[src/rtl/nms_stream_controller_if.sv]
// Stream bundle between the gradient stage and the NMS controller.
// Master is the gradient side; slave is the controller.
interface nms_stream_controller_if #(
    parameter int COLS  = 14,
    parameter int MAG_W = 8
);
    localparam int NOUT = COLS - 2;

    logic                    anchor_moving;
    logic                    flush;
    logic [COLS*2-1:0]       gradient_angle;
    logic [COLS*MAG_W-1:0]   gradient_mag;
    logic [MAG_W-1:0]        low_thresh;
    logic [MAG_W-1:0]        high_thresh;
    logic [NOUT*2-1:0]       nms_grad_angle;
    logic [NOUT*MAG_W-1:0]   nms_out;
    logic [NOUT-1:0]         nms_strong;
    logic [NOUT-1:0]         nms_weak;
    logic                    nms_valid;
    logic                    nms_final;
    logic                    overrun;

    modport master (
        output anchor_moving, flush, gradient_angle, gradient_mag, low_thresh, high_thresh,
        input  nms_grad_angle, nms_out, nms_strong, nms_weak, nms_valid, nms_final, overrun
    );

    modport slave (
        input  anchor_moving, flush, gradient_angle, gradient_mag, low_thresh, high_thresh,
        output nms_grad_angle, nms_out, nms_strong, nms_weak, nms_valid, nms_final, overrun
    );
endinterface

[src/rtl/nms_stream_controller.sv]
// Three-row NMS controller: buffers gradient rows and suppresses LANES pixels per cycle
// across the strip, tagging kept pixels strong/weak against the hysteresis thresholds.
module nms_lane #(
    parameter int MAG_W = 8
) (
    input  logic [1:0]       i_ang,
    input  logic [MAG_W-1:0] i_nw, i_n, i_ne,
    input  logic [MAG_W-1:0] i_w,  i_c, i_e,
    input  logic [MAG_W-1:0] i_sw, i_s, i_se,
    input  logic [MAG_W-1:0] i_lo,
    input  logic [MAG_W-1:0] i_hi,
    output logic [MAG_W-1:0] o_mag,
    output logic             o_strong,
    output logic             o_weak
);
    logic [MAG_W-1:0] w_a, w_b;
    logic             w_keep, w_nz;

    // North is the oldest row (r2), south the newest (r0)
    always_comb begin
        w_a = i_w;
        w_b = i_e;
        unique case (i_ang)
            2'd0: begin w_a = i_w;  w_b = i_e;  end
            2'd1: begin w_a = i_sw; w_b = i_ne; end
            2'd2: begin w_a = i_n;  w_b = i_s;  end
            2'd3: begin w_a = i_nw; w_b = i_se; end
            default: begin w_a = i_w; w_b = i_e; end
        endcase
    end

    assign w_keep   = (i_c >= w_a) && (i_c >= w_b);
    assign w_nz     = |i_c;
    assign o_mag    = w_keep ? i_c : '0;
    assign o_strong = w_keep && w_nz && (i_c >= i_hi);
    assign o_weak   = w_keep && w_nz && (i_c >= i_lo) && (i_c < i_hi);
endmodule

module nms_stream_controller #(
    parameter int COLS  = 14,
    parameter int MAG_W = 8,
    parameter int LANES = 1
) (
    input logic                     clk,
    input logic                     n_rst,
    nms_stream_controller_if.slave  bus
);
    localparam int NOUT = COLS - 2;
    localparam int NGRP = NOUT / LANES;
    localparam int GW   = (NGRP > 1) ? $clog2(NGRP) : 1;
    localparam int CW   = $clog2(COLS);

    generate
        if (NOUT % LANES != 0) begin : g_bad_lanes
            $error("nms_stream_controller: COLS-2 must be a multiple of LANES");
        end
    endgenerate

    typedef enum logic [1:0] {S_IDLE, S_COPY, S_PROC} state_t;

    state_t                         r_state, w_next;
    logic [GW-1:0]                  r_grp;
    logic [1:0]                     r_prime;
    logic                           r_pending, r_overrun, r_valid;
    logic [COLS-1:0][MAG_W-1:0]     r_mag0, r_mag1, r_mag2;
    logic [COLS-1:0][1:0]           r_ang0, r_ang1;
    logic [MAG_W-1:0]               r_lo, r_hi;
    logic [NOUT-1:0][MAG_W-1:0]     r_out;
    logic [NOUT-1:0]                r_strong, r_weak;

    logic                           w_last, w_move;
    logic [1:0]                     w_prime_inc;
    logic [LANES-1:0][MAG_W-1:0]    w_lmag;
    logic [LANES-1:0]               w_lstr, w_lwk;

    assign w_move      = bus.anchor_moving;
    assign w_last      = (r_grp == GW'(NGRP - 1));
    assign w_prime_inc = (r_prime == 2'd3) ? 2'd3 : r_prime + 2'd1;

    always_comb begin
        w_next = r_state;
        unique case (r_state)
            S_IDLE:  if (w_move || r_pending) w_next = S_COPY;
            S_COPY:  w_next = (w_prime_inc == 2'd3) ? S_PROC : S_IDLE;
            S_PROC:  if (w_last) w_next = (w_move || r_pending) ? S_COPY : S_IDLE;
            default: w_next = S_IDLE;
        endcase
    end

    // A move that cannot be taken straight into COPY is parked; a second one is dropped
    always_ff @(posedge clk or negedge n_rst) begin
        if (!n_rst) begin
            r_state   <= S_IDLE;
            r_grp     <= '0;
            r_prime   <= '0;
            r_pending <= 1'b0;
            r_overrun <= 1'b0;
            r_valid   <= 1'b0;
        end else if (bus.flush) begin
            r_state   <= S_IDLE;
            r_grp     <= '0;
            r_prime   <= '0;
            r_pending <= 1'b0;
            r_overrun <= 1'b0;
            r_valid   <= 1'b0;
        end else begin
            r_state <= w_next;
            r_grp   <= (r_state == S_PROC && !w_last) ? r_grp + GW'(1) : '0;
            r_valid <= (r_state == S_PROC) && w_last;
            if (r_state == S_COPY) r_prime <= w_prime_inc;
            if (w_next == S_COPY)  r_pending <= 1'b0;
            else if (w_move)       r_pending <= 1'b1;
            if (w_move && r_pending) r_overrun <= 1'b1;
        end
    end

    generate
        for (genvar l = 0; l < LANES; l++) begin : g_lane
            logic [CW-1:0] w_cc, w_cm, w_cp;
            assign w_cc = CW'(int'(r_grp) * LANES + l + 1);
            assign w_cm = w_cc - CW'(1);
            assign w_cp = w_cc + CW'(1);

            nms_lane #(.MAG_W(MAG_W)) u_lane (
                .i_ang    (r_ang1[w_cc]),
                .i_nw     (r_mag2[w_cm]), .i_n (r_mag2[w_cc]), .i_ne (r_mag2[w_cp]),
                .i_w      (r_mag1[w_cm]), .i_c (r_mag1[w_cc]), .i_e  (r_mag1[w_cp]),
                .i_sw     (r_mag0[w_cm]), .i_s (r_mag0[w_cc]), .i_se (r_mag0[w_cp]),
                .i_lo     (r_lo),
                .i_hi     (r_hi),
                .o_mag    (w_lmag[l]),
                .o_strong (w_lstr[l]),
                .o_weak   (w_lwk[l])
            );
        end
    endgenerate

    always_ff @(posedge clk or negedge n_rst) begin
        if (!n_rst) begin
            r_mag0   <= '0;
            r_mag1   <= '0;
            r_mag2   <= '0;
            r_ang0   <= '0;
            r_ang1   <= '0;
            r_lo     <= '0;
            r_hi     <= '0;
            r_out    <= '0;
            r_strong <= '0;
            r_weak   <= '0;
        end else if (bus.flush) begin
            r_mag0   <= '0;
            r_mag1   <= '0;
            r_mag2   <= '0;
            r_ang0   <= '0;
            r_ang1   <= '0;
            r_lo     <= '0;
            r_hi     <= '0;
            r_out    <= '0;
            r_strong <= '0;
            r_weak   <= '0;
        end else begin
            if (r_state == S_COPY) begin
                r_mag2 <= r_mag1;
                r_mag1 <= r_mag0;
                r_mag0 <= bus.gradient_mag;
                r_ang1 <= r_ang0;
                r_ang0 <= bus.gradient_angle;
                r_lo   <= bus.low_thresh;
                r_hi   <= bus.high_thresh;
            end
            // Only the current group's columns update; the rest hold the previous row
            if (r_state == S_PROC) begin
                for (int k = 0; k < NOUT; k++) begin
                    if (k / LANES == int'(r_grp)) begin
                        r_out[k]    <= w_lmag[k % LANES];
                        r_strong[k] <= w_lstr[k % LANES];
                        r_weak[k]   <= w_lwk[k % LANES];
                    end
                end
            end
        end
    end

    assign bus.nms_out        = r_out;
    assign bus.nms_strong     = r_strong;
    assign bus.nms_weak       = r_weak;
    assign bus.nms_grad_angle = r_ang1[COLS-2:1];
    assign bus.nms_valid      = r_valid;
    assign bus.overrun        = r_overrun;
    assign bus.nms_final      = (r_state == S_IDLE) || (r_state == S_PROC && w_last);
endmodule

[src/flat_wrapper.sv]
// flat-port wrapper written by rule: the top's interface ports become plain ports
module nms_stream_controller_flat 
#(
    parameter int COLS  = 14,
    parameter int MAG_W = 8,
    parameter int LANES = 1
)
  (clk, n_rst, bus_anchor_moving, bus_flush, bus_gradient_angle, bus_gradient_mag, bus_low_thresh, bus_high_thresh, bus_nms_grad_angle, bus_nms_out, bus_nms_strong, bus_nms_weak, bus_nms_valid, bus_nms_final, bus_overrun);
  nms_stream_controller_if #(.COLS(COLS), .MAG_W(MAG_W)) bus_i ();
  input logic clk;
  input logic n_rst;
  input wire logic [$bits(bus_i.anchor_moving)-1:0] bus_anchor_moving;
  input wire logic [$bits(bus_i.flush)-1:0] bus_flush;
  input wire logic [$bits(bus_i.gradient_angle)-1:0] bus_gradient_angle;
  input wire logic [$bits(bus_i.gradient_mag)-1:0] bus_gradient_mag;
  input wire logic [$bits(bus_i.low_thresh)-1:0] bus_low_thresh;
  input wire logic [$bits(bus_i.high_thresh)-1:0] bus_high_thresh;
  output wire logic [$bits(bus_i.nms_grad_angle)-1:0] bus_nms_grad_angle;
  output wire logic [$bits(bus_i.nms_out)-1:0] bus_nms_out;
  output wire logic [$bits(bus_i.nms_strong)-1:0] bus_nms_strong;
  output wire logic [$bits(bus_i.nms_weak)-1:0] bus_nms_weak;
  output wire logic [$bits(bus_i.nms_valid)-1:0] bus_nms_valid;
  output wire logic [$bits(bus_i.nms_final)-1:0] bus_nms_final;
  output wire logic [$bits(bus_i.overrun)-1:0] bus_overrun;
  assign bus_i.anchor_moving = bus_anchor_moving;
  assign bus_i.flush = bus_flush;
  assign bus_i.gradient_angle = bus_gradient_angle;
  assign bus_i.gradient_mag = bus_gradient_mag;
  assign bus_i.low_thresh = bus_low_thresh;
  assign bus_i.high_thresh = bus_high_thresh;
  assign bus_nms_grad_angle = bus_i.nms_grad_angle;
  assign bus_nms_out = bus_i.nms_out;
  assign bus_nms_strong = bus_i.nms_strong;
  assign bus_nms_weak = bus_i.nms_weak;
  assign bus_nms_valid = bus_i.nms_valid;
  assign bus_nms_final = bus_i.nms_final;
  assign bus_overrun = bus_i.overrun;
  nms_stream_controller #(.COLS(COLS), .MAG_W(MAG_W), .LANES(LANES)) u_core (.clk(clk), .n_rst(n_rst), .bus(bus_i));
endmodule
[config.mk]
export PLATFORM = sky130hd
export DESIGN_NAME = nms_stream_controller_flat
export DESIGN_NICKNAME = d
export VERILOG_FILES = /design/src/rtl/nms_stream_controller_if.sv /design/src/rtl/nms_stream_controller.sv /design/src/flat_wrapper.sv
export SDC_FILE = /design/constraint.sdc
export NUM_CORES = 1
export LEC_CHECK = 0
export ABC_AREA = 1
export CELL_PAD_IN_SITES_DETAIL_PLACEMENT = 0
export CELL_PAD_IN_SITES_GLOBAL_PLACEMENT = 1
export CORE_MARGIN = 2
export CORE_UTILIZATION = 35
export CTS_CLUSTER_SIZE = 24
export DETAILED_ROUTE_END_ITERATION = 8
export PLACE_DENSITY_LB_ADDON = 0.1
export SLEW_MARGIN = 0
export SYNTH_ARGS = -nofsm -noshare
export SYNTH_HDL_FRONTEND = slang
export SYNTH_SLANG_ARGS = --single-unit
[constraint.sdc]
create_clock -name clk -period 6.1 [get_ports clk]
set_input_delay 1.525 -clock clk [delete_from_list [all_inputs] [get_ports clk]]
set_output_delay 1.525 -clock clk [all_outputs]
set_load 0.01 [all_outputs]
# --- Word level (Yosys, flattened, before mapping) ---
# Cells that the tools add are included.
# Widths: inputs -> output; s select.
totals:
  ff_bits: 539
  latchBits: 0
  ram_bits: 0
  mem_bits_ro: 0
  input_bits: 160
  out_inout_bits: 147
  word_cells: 286
  n_memories: 0
classes:
  n_addsub: 5
  n_mul: 0
  div: 0
  magnitude_cmp: 8
  eq_ne: 20
  shift: 0
  n_mux: 96
  n_bitwise: 0
  reduce_logical: 43
ops:
  columns: ["cell", "n"]
  rows:
  - ["$mux 112", 6]
  - ["$bmux 8 s4", 9]
  - ["$mux 8", 26]
  - ["$mux 96", 2]
  - ["$mux 28", 4]
  - ["$pmux 8 s4", 2]
  - ["$mux 12", 4]
  - ["$eq 4x4->1 const A", 8]
  - ["$ge 8x8->1", 4]
  - ["$mux 1", 31]
  - ["$reduce_bool 2->1", 15]
  - ["$reduce_and 2->1", 12]
  - ["$mux 2", 8]
  - ["$lt 4x5->1 const B", 3]
  - ["$add 4x1->4 const B", 3]
  - ["$eq 2x2->1 const B", 5]
  - ["$bmux 2 s4", 1]
  - ["$eq 3x4->1 const A", 2]
  - ["$logic_and 1x1->1", 8]
  - ["$lt 8x8->1", 1]
  - ["$mux 4", 2]
  - ["$reduce_or 8->1", 1]
  - ["$eq 2x1->1 const B", 3]
  - ["$pmux 2 s3", 1]
  - ["other kinds (9)", 11]

# --- Longest topological paths before layout ---
depth:
  ltp_word: 13
  mapped_depth: 31
  mapped_depth_nobuf: 25

# --- Cells and area by module ---
# Synthesis repeated with hierarchy kept, for this count alone.
hier_totals:
  cells_unflattened: 4875
  area_unflattened_um2: 32540.0
by_module_without_submodules:
  columns: ["mod", "instances", "cells_per_inst", "area_per_inst_um2", "seq_area_each_um2"]
  rows:
  - ["nms_stream_controller", 1, 4649, 31167.4, 13487.9]
  - ["nms_lane", 1, 226, 1372.6, 0.0]

# --- Worst setup path before layout ---
# Ideal clock, no wire load.
synth_path:
  path_kind: "reg-to-reg"
  from: "reg u_core.r_grp[0]"
  to: "reg u_core.r_out (netlist bit u_core.bus.nms_out[16])"
  setup_ns: 0.084
  arrival_time_ns: 3.854
  required_time_ns: 6.016
  path_slack_ns: 2.162
  path_stages_with_launch: 27
  n_path_buf: 7
  period_less_slack_ns: 3.938
  cell_sequence: "dfrtp_1 > buf_6 > inv_4 > buf_2 > ha_1 > buf_4 > inv_6 > nand2_2 > buf_4 > nand2_4 > buf_6 > buf_2 > o21ai_0 > o221ai_1 > nand2_1 > a21oi_1 > nor2_1 > ha_1 > inv_1 > nor3_1 > nand4_1 > nand4_1 > nand3_1 > inv_1 > nand3_1 > clkbuf_1 > o21ai_0"
synth_via:
  elab_chain_len: 11
  word_cells_on_any_way: 39
  classes_between: "3 x add/sub; 2 x order compare; 4 x eq/ne; 26 x mux; 4 x reduce/logical"
synth_lines:
  columns: ["item", "line", "rtl"]
  rows:
  - ["start: declaration", "nms_stream_controller.sv:62", "logic [GW-1:0] r_grp;"]
  - ["start signal: assignment", "nms_stream_controller.sv:108", "r_grp <= (r_state == S_PROC && !w_last) ? r_grp + GW'(1) : '0;"]
  - ["$add 4x1->4", "nms_stream_controller.sv:120", "assign w_cc = CW'(int'(r_grp) * LANES + l + 1);"]
  - ["$sub 4x1->4 (tied with other cells)", "nms_stream_controller.sv:121", "assign w_cm = w_cc - CW'(1);"]
  - ["$bmux 8 s4 (tied with other cells)", "nms_stream_controller.sv:126", ".i_nw (r_mag2[w_cm]), .i_n (r_mag2[w_cc]), .i_ne (r_mag2[w_cp]),"]
  - ["$mux 8 (implied by the code) (tied with other cells)", "nms_stream_controller.sv:126", null]
  - ["$pmux 8 s4", "nms_stream_controller.sv:23", "unique case (i_ang)"]
  - ["$ge 8x8->1", "nms_stream_controller.sv:32", "assign w_keep = (i_c >= w_a) && (i_c >= w_b);"]
  - ["$logic_and 1x1->1", "nms_stream_controller.sv:32", null]
  - ["$mux 8", "nms_stream_controller.sv:34", "assign o_mag = w_keep ? i_c : '0;"]
  - ["$mux 8", "nms_stream_controller.sv:174", "if (k / LANES == int'(r_grp)) begin"]
  - ["$mux 96", "nms_stream_controller.sv:172", "if (r_state == S_PROC) begin"]
  - ["$mux 96", "nms_stream_controller.sv:150", "end else if (bus.flush) begin"]
  - ["end signal: indexed assignment", "nms_stream_controller.sv:175", "r_out[k] <= w_lmag[k % LANES];"]
  - ["end: declaration", "nms_stream_controller.sv:68", "logic [NOUT-1:0][MAG_W-1:0] r_out;"]
# Several ways; a longest one is shown, not always the timed one. The select of a mux whose other input is x is not followed.
# A chain may end at the register's enable or synchronous reset.

# --- Final worst setup path ---
layout_path:
  from: "reg u_core.r_grp[0]"
  to: "reg u_core.r_out (netlist bit u_core.bus.nms_out[64])"
# The elaborated chain is that of the path after synthesis.

==> metrics.log <==
[metrics] CTS buffer count: 66
[metrics] path depth of the worst reg2reg path: 18
[metrics] leakage dissipation: 15.5 nW
[metrics] sum of routed wire length over all layers: 120 mm
[metrics] ordered list of cells on the worst path: buf_4 -> buf_4 -> o21ai_0 -> nand2_1 -> o21ai_0 -> o211ai_1 -> nand4_1 -> nand3_1 -> nand2_1 -> ha_1 -> nand2_1 -> o21ai_0 -> nand2_1 -> nand4_1 -> nand3_1 -> inv_1 -> nand3_1 -> o21ai_0
[metrics] maximum number of pins on one net before global-route repair: 187
[metrics] count of hold buffers inserted by post-cts repair: 0
[metrics] number of input and output port buffers inserted: 306
[metrics] sequential fraction of the synthesis area: 46.0%
[metrics] Total GRT Usage: 27.5%
[metrics] PD cells: 241 nW/um2
[metrics] Syn Area/Cell: 7.58 um2
[metrics] flip-flop and latch count after synthesis: 539
[metrics] number of H-tree branching levels: 3
[metrics] total power: 8.50 mW
[metrics] reg-to-reg setup timing slack: 0.86 ns
[metrics] Post-route DRC: 0
[metrics] critical path arrival: 5.77 ns
[metrics] Detail Placement HPWL: 82.8 mm
[metrics] number of setup violations in the final report: 0
[metrics] synthesized instance count: 3874
[metrics] number of clock sinks: 539
[metrics] Die Ht: 294 um
[metrics] net count of the finished layout: 4224
[metrics] via total after detailed routing: 27400
[metrics] crit path from: u_core.r_grp[0]$_DFF_PN0_
[metrics] HP Start: u_core.r_prime[0]$_DFFE_PN0P_
[metrics] Worst R2R Start: u_core.r_grp[0]$_DFF_PN0_
[metrics] Worst Hold End: u_core.r_prime[0]$_DFFE_PN0P_
[metrics] IR drop worst, VDD: 0.170 mV
[metrics] worst endpoint required time: 6.63 ns
[metrics] Clk Tree Root Cell: sky130_fd_sc_hd__clkbuf_16
[metrics] starting density of the core: 35.2%
[metrics] critical-path maximum fanout: 80
[metrics] result of the run: completed
[metrics] IO Pins: 307
[metrics] utilization after layout: 42.3%
[metrics] 1st-pass router iterations: 6
[metrics] synth warn: 0
[metrics] Hold Vio Cnt, Final: 0
[metrics] Placement Rows: 106
[metrics] share of final-layout standard cells stronger than drive strength 1: 5.69%
[metrics] share of synthesized registers carrying an async set or reset: 100%
[metrics] ys flop type: sky130_fd_sc_hd__dfrtp_1
[metrics] combinational group share of total power: 10.1%
[metrics] clock period minus worst slack: 5.24 ns
[metrics] remaining global-route overflow: 0
[metrics] die width: 294 um
[metrics] post-CTS setup buffers: 0
[metrics] number of nets still failing antenna checks after routing: 0
[metrics] Setup Crit Path Kind: register to register
[metrics] TritonCTS clock tree: done
[metrics] wire length per cell: 23.2 um
[metrics] sw power: 2.29 mW
[metrics] Switching Fraction: 26.9%
[metrics] placer congestion estimate: 0.920
[metrics] clk_lat worst skew: 0.63 ns
[metrics] first-pass GRT wire length: 178 mm
[metrics] clock-pin slew of the registers on the worst-case setup and hold paths: 0.06 ns
[metrics] Post-Layout Cell Count: 5156
[metrics] via-per-instance ratio: 5.31
[metrics] vias in the first global route: 26200
[metrics] placed cell count: 5040
[metrics] crit share post-route: 85.8%
[metrics] cell internal power dissipation: 6.21 mW
[metrics] overall die area: 86200 um2
[metrics] worst-case headroom to the max-slew limit: 19.4%
[metrics] CP endpoint kind: register
[metrics] initial antenna violation count: 3
[metrics] cell type of the slowest stage on the worst timing path: sky130_fd_sc_hd__buf_4
[metrics] Hold Path Stages: 1
[metrics] accumulated negative setup slack: 0 ns
[metrics] power share of the clock group: 46.0%
[metrics] Final Skew: 0.0295 ns
[metrics] net count after synthesis: 4070
[metrics] share of power burned in registers: 43.9%
[metrics] highest clock frequency the design can meet: 0.191 GHz
[metrics] RSZ-0062 raised after global routing: false
[metrics] Worst Max-Slew Pin Slew: 1.21 ns
[metrics] Max Slew Vio Count: 0
[metrics] 1st-iter DRT viols: 2915
[metrics] maximum capacitance violations: 0
[metrics] Post-synth EDFFs: 0
[metrics] Post-Syn Area: 29300 um2
[metrics] number of unique standard cell types used by synthesis: 43
[metrics] startpoint class of the critical path: register
[metrics] Critical R2R Capture: u_core.bus.nms_out[64]$_DFFE_PN0P_
[metrics] placeable core region: 83300 um2
[metrics] CP peak stage delay: 0.70 ns
[metrics] area added between synthesis and finish: 19.9%
[metrics] path class of the lowest-slack min-delay path: register to register
[metrics] maximum root-to-sink buffer count: 3
[metrics] post-CTS sizing: 0
[layer usage]
| layer | track usage, % | wire [um] |
|---|---|---|
| met1 | 39.3 | 55100 |
| met2 | 42.3 | 53700 |
| met3 | 5.17 | 7380 |
| met4 | 8.45 | 3590 |
| met5 | 0 | 13 |
[flip-flops by register name, indices dropped and copies added, names as in the netlist]
name,count
u_core.r_mag2,112
u_core.bus.nms_strong,12
u_core.r_ang1,4
u_core.r_mag1,112
u_core.r_hi,8
u_core.r_prime,2
u_core.r_ang0,28
u_core.r_grp,4
u_core.r_mag0,112
u_core.bus.nms_out,96
u_core.r_pending,1
u_core.r_state,2
u_core.bus.nms_grad_angle,24
u_core.bus.overrun,1
u_core.r_lo,8
u_core.bus.nms_weak,12
u_core.bus.nms_valid,1
[kinds of logic after synthesis]
kind of cell	share of synthesized area [%]
xor+xnor	0.205
fa+ha+maj	1.53
buf+inv	11.4
simple gates	19.1
flops	46.0
compound gates	21.8
[power groups by stage]
stage | clock (mW) | combinational [mW] | sequential [mW]
2_1_floorplan | 0 | 0.397 | 3.78
4_1_cts | 4.00 | 0.868 | 3.73
3_3_place_gp | 0 | 0.868 | 3.79
5_1_grt | 4.14 | 0.946 | 3.73
3_5_place_dp | 0 | 0.864 | 3.79
6_report | 3.91 | 0.859 | 3.73
[synth_stat cells (9+ instances only)]
library cell	number	area share, %
sky130_fd_sc_hd__a21oi_1	121	2.1
sky130_fd_sc_hd__a22oi_1	86	2.2
sky130_fd_sc_hd__buf_1	17	0.22
sky130_fd_sc_hd__buf_2	86	1.5
sky130_fd_sc_hd__buf_4	41	1.0
sky130_fd_sc_hd__buf_6	15	0.58
sky130_fd_sc_hd__clkbuf_1	136	1.7
sky130_fd_sc_hd__clkinv_1	10	0.13
sky130_fd_sc_hd__dfrtp_1	539	46
sky130_fd_sc_hd__ha_1	36	1.5
sky130_fd_sc_hd__inv_1	471	6.0
sky130_fd_sc_hd__inv_2	9	0.12
sky130_fd_sc_hd__nand2_1	1024	13
sky130_fd_sc_hd__nand3_1	137	2.3
sky130_fd_sc_hd__nand4_1	36	0.77
sky130_fd_sc_hd__nor2_1	165	2.1
sky130_fd_sc_hd__o2111ai_1	21	0.63
sky130_fd_sc_hd__o211ai_1	51	1.3
sky130_fd_sc_hd__o21ai_0	581	9.9
sky130_fd_sc_hd__o21ai_1	26	0.44
sky130_fd_sc_hd__o21ai_2	10	0.30
sky130_fd_sc_hd__o22ai_1	192	4.1
sky130_fd_sc_hd__o31ai_1	12	0.31
[how the worst max path moves through the flow]
| stage | to | slack (ns) | depth (start not counted) |
|---|---|---|---|
| final | u_core.bus.nms_out[64]$_DFFE_PN0P_ | 0.86 | 18 |
| after global placement | u_core.bus.nms_out[40]$_DFFE_PN0P_ | 1.0 | 23 |
| after detailed placement | u_core.bus.nms_out[64]$_DFFE_PN0P_ | 0.94 | 23 |
| after CTS | u_core.bus.nms_out[64]$_DFFE_PN0P_ | 0.93 | 23 |
| after floorplan | u_core.bus.nms_out[16]$_DFFE_PN0P_ | 2.16 | 26 |
| after global routing | u_core.bus.nms_out[80]$_DFFE_PN0P_ | 0.45 | 18 |
[layout make-up]
type                    count  area, um2
inverters                 492       1870
diodes                      2       5.00
clock inverters            20        226
multi-input cells        2547      12500
repair buffers            382       3800
fillers                  8608      48100
clock buffers              94       1920
flip-flops and latches    539      13500
well taps                1080       1350
[through the flow]
stage | hold slack, ns | setup WS, ns | cell area [um2]
after CTS | 0.479 | 0.930 | 35200
after floorplan | 0.443 | 2.16 | 29300
after global routing | 0.496 | 0.450 | 35200
after global placement | 0.464 | 0.997 | 33100
after detailed placement | 0.466 | 0.943 | 33100
final | 0.477 | 0.864 | 35200
[critical path, delay by kind of cell, from the launching register on]
family                   cells  cell delay (ns)
AND/OR/NAND/NOR              9             1.40
adder cells (fa/ha/maj)      1             0.30
buffers and inverters        3             1.46
AO/OA/AOI/OAI                5             1.46
flip-flops                   1             0.44
[placed cells by master (no fill, tap or decap), types with 6 or more instances in the layout]
cell | synthesis | routed
sky130_fd_sc_hd__nor2_1 | 165 | 162
sky130_fd_sc_hd__inv_2 | 9 | 9
sky130_fd_sc_hd__clkdlybuf4s50_1 | 0 | 304
sky130_fd_sc_hd__a21oi_1 | 121 | 121
sky130_fd_sc_hd__nand4_1 | 36 | 36
sky130_fd_sc_hd__clkinv_2 | 0 | 10
sky130_fd_sc_hd__nand3_1 | 137 | 137
sky130_fd_sc_hd__o2111ai_1 | 21 | 21
sky130_fd_sc_hd__o211ai_1 | 51 | 51
sky130_fd_sc_hd__o21ai_2 | 10 | 10
sky130_fd_sc_hd__o31ai_1 | 12 | 12
sky130_fd_sc_hd__nand2_2 | 6 | 7
sky130_fd_sc_hd__nand2_1 | 1024 | 1022
sky130_fd_sc_hd__o21ai_0 | 581 | 581
sky130_fd_sc_hd__buf_4 | 41 | 63
sky130_fd_sc_hd__nor2_4 | 2 | 6
sky130_fd_sc_hd__clkbuf_16 | 0 | 67
sky130_fd_sc_hd__clkbuf_1 | 136 | 13
sky130_fd_sc_hd__inv_1 | 471 | 470
sky130_fd_sc_hd__clkbuf_8 | 0 | 14
sky130_fd_sc_hd__dfrtp_1 | 539 | 538
sky130_fd_sc_hd__a22oi_1 | 86 | 86
sky130_fd_sc_hd__ha_1 | 36 | 36
sky130_fd_sc_hd__clkinv_1 | 10 | 9
sky130_fd_sc_hd__buf_12 | 0 | 13
sky130_fd_sc_hd__o21ai_1 | 26 | 26
sky130_fd_sc_hd__o22ai_1 | 192 | 192
Power figures use the tool's default switching activity.
